$ cat src/rtl/imem_dmem_arbiter_if.sv
// Bundle of the fetch, load/store and shared-memory handshake signals seen by the arbiter.
// The slave modport is the arbiter's view; master is the requesters' and the memory's side.
interface imem_dmem_arbiter_if;
  logic        if_valid_i;
  logic [31:0] if_addr_i;
  logic        if_ready_o;
  logic        if_rvalid_ro;
  logic [31:0] if_rdata_ro;
  logic        if_rready_i;
  logic        flush_i;

  logic        ls_valid_i;
  logic [31:0] ls_addr_i;
  logic        ls_we_i;
  logic [3:0]  ls_wstrb_i;
  logic [31:0] ls_wdata_i;
  logic        ls_ready_o;
  logic        ls_rvalid_ro;
  logic [31:0] ls_rdata_ro;
  logic        ls_rready_i;

  logic        mem_req_ro;
  logic [31:0] mem_addr_ro;
  logic [31:0] mem_wdata_ro;
  logic        mem_we_ro;
  logic [3:0]  mem_wstrb_ro;
  logic        mem_gnt_i;
  logic        mem_rvalid_i;
  logic [31:0] mem_rdata_i;

  modport slave (
    input  if_valid_i, if_addr_i, if_rready_i, flush_i,
    input  ls_valid_i, ls_addr_i, ls_we_i, ls_wstrb_i, ls_wdata_i, ls_rready_i,
    input  mem_gnt_i, mem_rvalid_i, mem_rdata_i,
    output if_ready_o, if_rvalid_ro, if_rdata_ro,
    output ls_ready_o, ls_rvalid_ro, ls_rdata_ro,
    output mem_req_ro, mem_addr_ro, mem_wdata_ro, mem_we_ro, mem_wstrb_ro
  );

  modport master (
    output if_valid_i, if_addr_i, if_rready_i, flush_i,
    output ls_valid_i, ls_addr_i, ls_we_i, ls_wstrb_i, ls_wdata_i, ls_rready_i,
    output mem_gnt_i, mem_rvalid_i, mem_rdata_i,
    input  if_ready_o, if_rvalid_ro, if_rdata_ro,
    input  ls_ready_o, ls_rvalid_ro, ls_rdata_ro,
    input  mem_req_ro, mem_addr_ro, mem_wdata_ro, mem_we_ro, mem_wstrb_ro
  );
endinterface

$ cat src/rtl/imem_dmem_arbiter.sv
// Single-port memory arbiter: one transaction at a time from fetch or LSU, LSU preferred,
// with a starvation counter that forces fetch through and flush-based kill of fetch responses.
module imem_dmem_arbiter #(
  parameter int unsigned STARVE_LIMIT = 4
) (
  input logic                 clk,
  input logic                 rst,
  imem_dmem_arbiter_if.slave  bus
);

  localparam logic [1:0] S_IDLE = 2'd0;
  localparam logic [1:0] S_REQ  = 2'd1;
  localparam logic [1:0] S_WAIT = 2'd2;
  localparam logic [1:0] S_RESP = 2'd3;

  localparam logic OWN_LS = 1'b0;
  localparam logic OWN_IF = 1'b1;

  localparam logic [3:0] W_LIMIT = 4'(STARVE_LIMIT);

  logic [1:0]  r_state;
  logic        r_owner;
  logic        r_kill;
  logic [3:0]  r_starve;
  logic        r_mem_req;
  logic        r_mem_we;
  logic [31:0] r_mem_addr;
  logic [31:0] r_mem_wdata;
  logic [3:0]  r_mem_wstrb;
  logic        r_if_rvalid;
  logic [31:0] r_if_rdata;
  logic        r_ls_rvalid;
  logic [31:0] r_ls_rdata;

  logic w_idle;
  logic w_if_win;
  logic w_ls_win;
  logic w_own_flush;
  logic w_discard;

  // Fetch is blocked outright during flush; otherwise it only beats a valid LSU once starved.
  assign w_idle      = (r_state == S_IDLE);
  assign w_if_win    = w_idle && bus.if_valid_i && !bus.flush_i &&
                       (!bus.ls_valid_i || (r_starve == W_LIMIT));
  assign w_ls_win    = w_idle && bus.ls_valid_i && !w_if_win;
  assign w_own_flush = (r_owner == OWN_IF) && bus.flush_i;
  assign w_discard   = (r_owner == OWN_IF) && (r_kill || bus.flush_i);

  always_ff @(posedge clk or negedge rst) begin
    if (!rst) begin
      r_state     <= S_IDLE;
      r_owner     <= OWN_LS;
      r_kill      <= 1'b0;
      r_starve    <= 4'd0;
      r_mem_req   <= 1'b0;
      r_mem_we    <= 1'b0;
      r_mem_addr  <= 32'd0;
      r_mem_wdata <= 32'd0;
      r_mem_wstrb <= 4'd0;
      r_if_rvalid <= 1'b0;
      r_if_rdata  <= 32'd0;
      r_ls_rvalid <= 1'b0;
      r_ls_rdata  <= 32'd0;
    end else begin
      case (r_state)
        S_IDLE: begin
          if (w_if_win) begin
            r_owner     <= OWN_IF;
            r_kill      <= 1'b0;
            r_starve    <= 4'd0;
            r_mem_req   <= 1'b1;
            r_mem_we    <= 1'b0;
            r_mem_addr  <= bus.if_addr_i;
            r_mem_wdata <= 32'd0;
            r_mem_wstrb <= 4'd0;
            r_state     <= S_REQ;
          end else if (w_ls_win) begin
            r_owner     <= OWN_LS;
            r_kill      <= 1'b0;
            r_mem_req   <= 1'b1;
            r_mem_we    <= bus.ls_we_i;
            r_mem_addr  <= bus.ls_addr_i;
            r_mem_wdata <= bus.ls_wdata_i;
            r_mem_wstrb <= bus.ls_we_i ? bus.ls_wstrb_i : 4'd0;
            r_state     <= S_REQ;
            if (bus.if_valid_i && (r_starve != W_LIMIT)) begin
              r_starve <= r_starve + 4'd1;
            end
          end
        end
        S_REQ: begin
          // The request is never withdrawn; a flush only marks the answer for disposal.
          if (w_own_flush) begin
            r_kill <= 1'b1;
          end
          if (bus.mem_gnt_i) begin
            r_mem_req <= 1'b0;
            r_state   <= S_WAIT;
          end
        end
        S_WAIT: begin
          if (bus.mem_rvalid_i) begin
            if (w_discard) begin
              r_kill  <= 1'b0;
              r_state <= S_IDLE;
            end else if (r_owner == OWN_IF) begin
              r_if_rdata  <= bus.mem_rdata_i;
              r_if_rvalid <= 1'b1;
              r_state     <= S_RESP;
            end else begin
              r_ls_rdata  <= bus.mem_rdata_i;
              r_ls_rvalid <= 1'b1;
              r_state     <= S_RESP;
            end
          end else if (w_own_flush) begin
            r_kill <= 1'b1;
          end
        end
        S_RESP: begin
          if (r_owner == OWN_IF) begin
            if (bus.flush_i || bus.if_rready_i) begin
              r_if_rvalid <= 1'b0;
              r_state     <= S_IDLE;
            end
          end else if (bus.ls_rready_i) begin
            r_ls_rvalid <= 1'b0;
            r_state     <= S_IDLE;
          end
        end
        default: r_state <= S_IDLE;
      endcase
    end
  end

  assign bus.if_ready_o   = w_if_win;
  assign bus.ls_ready_o   = w_ls_win;
  assign bus.mem_req_ro   = r_mem_req;
  assign bus.mem_we_ro    = r_mem_we;
  assign bus.mem_addr_ro  = r_mem_addr;
  assign bus.mem_wdata_ro = r_mem_wdata;
  assign bus.mem_wstrb_ro = r_mem_wstrb;
  assign bus.if_rvalid_ro = r_if_rvalid;
  assign bus.if_rdata_ro  = r_if_rdata;
  assign bus.ls_rvalid_ro = r_ls_rvalid;
  assign bus.ls_rdata_ro  = r_ls_rdata;

endmodule

$ cat src/flat_wrapper.sv
// flat-port wrapper written by rule: the top's interface ports become plain ports
module imem_dmem_arbiter_flat 
#(
  parameter int unsigned STARVE_LIMIT = 4
)
  (clk, rst, bus_if_valid_i, bus_if_addr_i, bus_if_rready_i, bus_flush_i, bus_ls_valid_i, bus_ls_addr_i, bus_ls_we_i, bus_ls_wstrb_i, bus_ls_wdata_i, bus_ls_rready_i, bus_mem_gnt_i, bus_mem_rvalid_i, bus_mem_rdata_i, bus_if_ready_o, bus_if_rvalid_ro, bus_if_rdata_ro, bus_ls_ready_o, bus_ls_rvalid_ro, bus_ls_rdata_ro, bus_mem_req_ro, bus_mem_addr_ro, bus_mem_wdata_ro, bus_mem_we_ro, bus_mem_wstrb_ro);
  imem_dmem_arbiter_if bus_i ();
  input logic clk;
  input logic rst;
  input wire logic [$bits(bus_i.if_valid_i)-1:0] bus_if_valid_i;
  input wire logic [$bits(bus_i.if_addr_i)-1:0] bus_if_addr_i;
  input wire logic [$bits(bus_i.if_rready_i)-1:0] bus_if_rready_i;
  input wire logic [$bits(bus_i.flush_i)-1:0] bus_flush_i;
  input wire logic [$bits(bus_i.ls_valid_i)-1:0] bus_ls_valid_i;
  input wire logic [$bits(bus_i.ls_addr_i)-1:0] bus_ls_addr_i;
  input wire logic [$bits(bus_i.ls_we_i)-1:0] bus_ls_we_i;
  input wire logic [$bits(bus_i.ls_wstrb_i)-1:0] bus_ls_wstrb_i;
  input wire logic [$bits(bus_i.ls_wdata_i)-1:0] bus_ls_wdata_i;
  input wire logic [$bits(bus_i.ls_rready_i)-1:0] bus_ls_rready_i;
  input wire logic [$bits(bus_i.mem_gnt_i)-1:0] bus_mem_gnt_i;
  input wire logic [$bits(bus_i.mem_rvalid_i)-1:0] bus_mem_rvalid_i;
  input wire logic [$bits(bus_i.mem_rdata_i)-1:0] bus_mem_rdata_i;
  output wire logic [$bits(bus_i.if_ready_o)-1:0] bus_if_ready_o;
  output wire logic [$bits(bus_i.if_rvalid_ro)-1:0] bus_if_rvalid_ro;
  output wire logic [$bits(bus_i.if_rdata_ro)-1:0] bus_if_rdata_ro;
  output wire logic [$bits(bus_i.ls_ready_o)-1:0] bus_ls_ready_o;
  output wire logic [$bits(bus_i.ls_rvalid_ro)-1:0] bus_ls_rvalid_ro;
  output wire logic [$bits(bus_i.ls_rdata_ro)-1:0] bus_ls_rdata_ro;
  output wire logic [$bits(bus_i.mem_req_ro)-1:0] bus_mem_req_ro;
  output wire logic [$bits(bus_i.mem_addr_ro)-1:0] bus_mem_addr_ro;
  output wire logic [$bits(bus_i.mem_wdata_ro)-1:0] bus_mem_wdata_ro;
  output wire logic [$bits(bus_i.mem_we_ro)-1:0] bus_mem_we_ro;
  output wire logic [$bits(bus_i.mem_wstrb_ro)-1:0] bus_mem_wstrb_ro;
  assign bus_i.if_valid_i = bus_if_valid_i;
  assign bus_i.if_addr_i = bus_if_addr_i;
  assign bus_i.if_rready_i = bus_if_rready_i;
  assign bus_i.flush_i = bus_flush_i;
  assign bus_i.ls_valid_i = bus_ls_valid_i;
  assign bus_i.ls_addr_i = bus_ls_addr_i;
  assign bus_i.ls_we_i = bus_ls_we_i;
  assign bus_i.ls_wstrb_i = bus_ls_wstrb_i;
  assign bus_i.ls_wdata_i = bus_ls_wdata_i;
  assign bus_i.ls_rready_i = bus_ls_rready_i;
  assign bus_i.mem_gnt_i = bus_mem_gnt_i;
  assign bus_i.mem_rvalid_i = bus_mem_rvalid_i;
  assign bus_i.mem_rdata_i = bus_mem_rdata_i;
  assign bus_if_ready_o = bus_i.if_ready_o;
  assign bus_if_rvalid_ro = bus_i.if_rvalid_ro;
  assign bus_if_rdata_ro = bus_i.if_rdata_ro;
  assign bus_ls_ready_o = bus_i.ls_ready_o;
  assign bus_ls_rvalid_ro = bus_i.ls_rvalid_ro;
  assign bus_ls_rdata_ro = bus_i.ls_rdata_ro;
  assign bus_mem_req_ro = bus_i.mem_req_ro;
  assign bus_mem_addr_ro = bus_i.mem_addr_ro;
  assign bus_mem_wdata_ro = bus_i.mem_wdata_ro;
  assign bus_mem_we_ro = bus_i.mem_we_ro;
  assign bus_mem_wstrb_ro = bus_i.mem_wstrb_ro;
  imem_dmem_arbiter #(.STARVE_LIMIT(STARVE_LIMIT)) u_core (.clk(clk), .rst(rst), .bus(bus_i));
endmodule
$ cat config.mk
export PLATFORM = sky130hd
export DESIGN_NAME = imem_dmem_arbiter_flat
export DESIGN_NICKNAME = d
export VERILOG_FILES = /design/src/rtl/imem_dmem_arbiter_if.sv /design/src/rtl/imem_dmem_arbiter.sv /design/src/flat_wrapper.sv
export SDC_FILE = /design/constraint.sdc
export NUM_CORES = 1
export LEC_CHECK = 0
export BUFFER_PORTS_ARGS = -buffer_cell sky130_fd_sc_hd__buf_4
export CAP_MARGIN = 40
export CORE_UTILIZATION = 43
export DETAILED_ROUTE_END_ITERATION = 8
export HOLD_SLACK_MARGIN = 0.15
export PLACE_DENSITY = 0.78
export SYNTH_ARGS = -nofsm -noshare
export SYNTH_HDL_FRONTEND = slang
export SYNTH_SLANG_ARGS = --single-unit
$ cat constraint.sdc
create_clock -name clk -period 2.1 [get_ports clk]
set_clock_uncertainty 0.1 [all_clocks]
set_input_delay 0.42 -clock clk [delete_from_list [all_inputs] [get_ports clk]]
set_output_delay 0.42 -clock clk [all_outputs]
set_load 0.01 [all_outputs]
==> flow_metrics.env <==
export IMPL_ys_async_sr_fraction_pct=100
export IMPL_die_area_um2=14900
export IMPL_cp_required_ns=1.58
export IMPL_cts_max_level=4
export IMPL_cts_max_path_buffers=2
export IMPL_place_ws_ns=-0.0595
export IMPL_cpLargestDelayFamily="flip-flops"
export IMPL_io_pins=280
export IMPL_grt_util_met1_pct=27.4
export IMPL_routedWlPerCell_um=17.6
export IMPL_nets=1050
export IMPL_syn_num_nets=670
export IMPL_cts_tree="yes"
export IMPL_startpoint_type="flip-flop"
export IMPL_grt_pass1_vias=5704
export IMPL_startpoint="u_core.r_starve[0]"
export IMPL_yosysUniqueCellTypes=39
export IMPL_worstSkewPairLatency_ns=0.41
export IMPL_min_path_cells=3
export IMPL_ys_warn_count=0
export IMPL_max_slew_margin_pct=62.3
export IMPL_setup_worst_path_end_class="output pin"
export IMPL_area_growth_syn_to_layout_pct=64.6
export IMPL_drtIter0Drc=348
export IMPL_num_rows=43
export IMPL_core_um2=14000
export IMPL_drc_errors=0
export IMPL_grt_pass1_wl_mm=28.2
export IMPL_fin_ws_ns=-0.0379
export IMPL_crit_slowest_cell="dfrtp_1"
export IMPL_cts_num_sinks=144
export IMPL_finalSetupViolations=1
export IMPL_violations="setup timing"
export IMPL_dieWidth_um=122
export IMPL_synth_top_flop_cell="dfrtp_1"
export IMPL_drt_total_wl_mm=19.2
export IMPL_avgSynthCellArea_um2=11.9
export IMPL_netlist_top_cell_by_area="dfrtp_1"
export IMPL_power_density_nw_per_um2=1370
export IMPL_ant_nets=0
export IMPL_worst_pin_slew_ns=0.565
export IMPL_clockRootBuffer="clkbuf_16"
export IMPL_n_antenna_cell=0
export IMPL_seq_area_frac_synth_pct=58.2
export IMPL_drive_above_1_share_pct=46.2
export IMPL_chipHeight_um=122
export IMPL_syn_inst=520
export IMPL_report_final_slew_viol_count=0
export IMPL_critPathBufInv=2
export IMPL_synth_edf_count=0
export IMPL_rsz0062_at_grt="true"
export IMPL_portBuffers=279
export IMPL_p_total_mw=14.0
export IMPL_grt_usage_pct=25.0
export IMPL_gp_congestion=0.775
export IMPL_status="complete, but fails checks"
export IMPL_fmax_mhz=468
export IMPL_syn_cell_area_um2=6190
export IMPL_grtUsageMet2_pct=44.7
export IMPL_crit_type="flip-flop to output pin"
export IMPL_final_cell_count_no_fill=1091
export IMPL_hold_ws_ns=0.167
export IMPL_vdd_ir_drop_max_uv=845
export IMPL_busiest_layer="met2"
export IMPL_holdCritPathClass="primary input to flip-flop"
export IMPL_path_depth=6
export IMPL_grt_max_degree=58
export IMPL_antenna_found_initial=0
export IMPL_initial_core_util_pct=44.3
export IMPL_hp_start="bus_ls_wdata_i[30]"
export IMPL_crit_chain="inv_2 > ha_4 > nand3b_1 > a21oi_4 > nor2_1 > buf_4"
export IMPL_vias=5563
export IMPL_cts_buffers=17
export IMPL_dr_pass1_iters=4
export IMPL_critPathMaxStageDelay_ns=0.40
export IMPL_arrival_ns=1.62
export IMPL_overflow=0
export IMPL_globalRouteMet3Util_pct=7.12
export IMPL_r2r_start="u_core.r_state[0]"
export IMPL_ys_ff_latch=144
export IMPL_netlist_area_leader_share_pct=58.2
export IMPL_maxCapViolCount=0
export IMPL_dp_hpwl_mm=11.9
export IMPL_rr_worst_depth=8
export IMPL_synth_area_leaders="dfrtp_1 (58%), mux2_4 (7.3%), nand2_1 (6.7%)"
export IMPL_clk_pin_slew_ns=0.06
export IMPL_cp_max_fo=3
export IMPL_place_inst=963
export IMPL_final_hold_viol_count=0
export IMPL_fin_crit_ns=2.14
export IMPL_avgViaCountPerCell=5.10
export IMPL_leakagePower_nw=5.25
export IMPL_min_period_over_period_pct=102
==> timing repair <==
item | 4_1_cts | 5_1_grt
setup buffers | 9 | 2
hold buffers | 81 | 3
pin swaps | 3 | 3
hold endpoints to repair | 150 | 3
gates resized for setup | 8 | 7
gates cloned | 1 | 2
setup endpoints to repair | 21 | 53
==> logic make-up (layout without fill, tap and decap cells) <==
group           count (synthesis)  after routing  share of synthesized area, %
fa+ha+maj                       8              8                          1.62
mux                            99             99                          19.1
simple gates                  133            133                          8.91
flops                         144            144                          58.2
buf+inv                        41            432                          3.88
compound gates                 95             95                          8.28
==> placed cells by master, fill, tap and decap left out, types with 7 or more instances in the layout <==
| cell type | n |
|---|---|
| buf_4 | 297 |
| nand2_1 | 109 |
| mux2_4 | 30 |
| dlygate4sd3_1 | 84 |
| buf_12 | 7 |
| mux2_2 | 34 |
| dfrtp_1 | 144 |
| a21oi_1 | 41 |
| mux2i_1 | 35 |
| clkbuf_16 | 19 |
| o21ai_0 | 42 |
==> area by class of cell <==
class / count / area, um^2
clock inverters: 8 / 105
multi-input cells: 335 / 2420
fillers: 940 / 3790
well taps: 180 / 225
repair buffers: 393 / 3310
flip-flops and latches: 144 / 3600
clock buffers: 22 / 494
inverters: 9 / 33.8
==> sequential cells by signal (all words and copies together), names as in the netlist, 2 cells and up <==
signal / flops
u_core.r_state: 2
u_core.r_starve: 4
u_core.bus.mem_wstrb_ro: 4
u_core.bus.mem_wdata_ro: 32
u_core.bus.mem_addr_ro: 32
u_core.bus.if_rdata_ro: 32
u_core.bus.ls_rdata_ro: 32
==> path summary, 6_finish.rpt <==
| kind | end | slack [ns] |
|---|---|---|
| max | bus_ls_ready_o | -0.04 |
| min | u_core.bus.mem_wdata_ro[30] | 0.17 |
| max reg2reg | u_core.bus.if_rdata_ro[5] | 0.05 |
| min reg2reg | u_core.bus.if_rdata_ro[4] | 0.41 |
| max in group asynchronous | u_core.bus.mem_addr_ro[19] | 0.84 |
| min in group asynchronous | u_core.bus.ls_rdata_ro[12] | 0.46 |
==> per-layer routing <==
| metal | share of wire (%) | vias to the layer above |
|---|---|---|
| met1 | 37 | 2735 |
| met4 | 3.2 | 0 |
| met3 | 6.9 | 48 |
| li1 | - | 2535 |
| met2 | 52 | 245 |
| met5 | 0 | - |
==> cells in the mapped netlist (2+ instances only) <==
cell type,number
dfrtp_1,144
nand3_1,5
nand3b_1,2
buf_12,3
o21ai_0,42
mux2i_1,35
or2_2,2
a31oi_1,3
buf_2,16
a21oi_1,41
nor2_1,3
ha_1,8
mux2_2,34
inv_1,8
clkbuf_1,11
nand2_1,111
mux2_4,30
==> worst register-to-register path: cells and delay by family, from the launching register on <==
family                   cells  cell delay (ns)
buffers and inverters        4             0.55
flip-flops                   1             0.37
multiplexers                 1             0.36
adder cells (fa/ha/maj)      1             0.16
AND/OR/NAND/NOR              2             0.39
==> where the power goes <==
group	internal, mW	total [mW]	switching (mW)
registers	4.09	4.97	0.879
clock network	1.90	3.03	1.14
logic	3.36	6.00	2.64
total	9.35	14.0	4.65
==> per-stage QoR <==
stage                     area [um^2]  TNS (ns)  util (%)
after floorplan                  6200         0         -
after global placement           8530         0      61.0
after detailed placement         8530    -0.634      61.0
after CTS                       10100   -0.0251      72.0
after global routing            10200    -0.255      72.9
final                           10200   -0.0379      72.9
No activity file was read; power rests on OpenSTA's default activity.
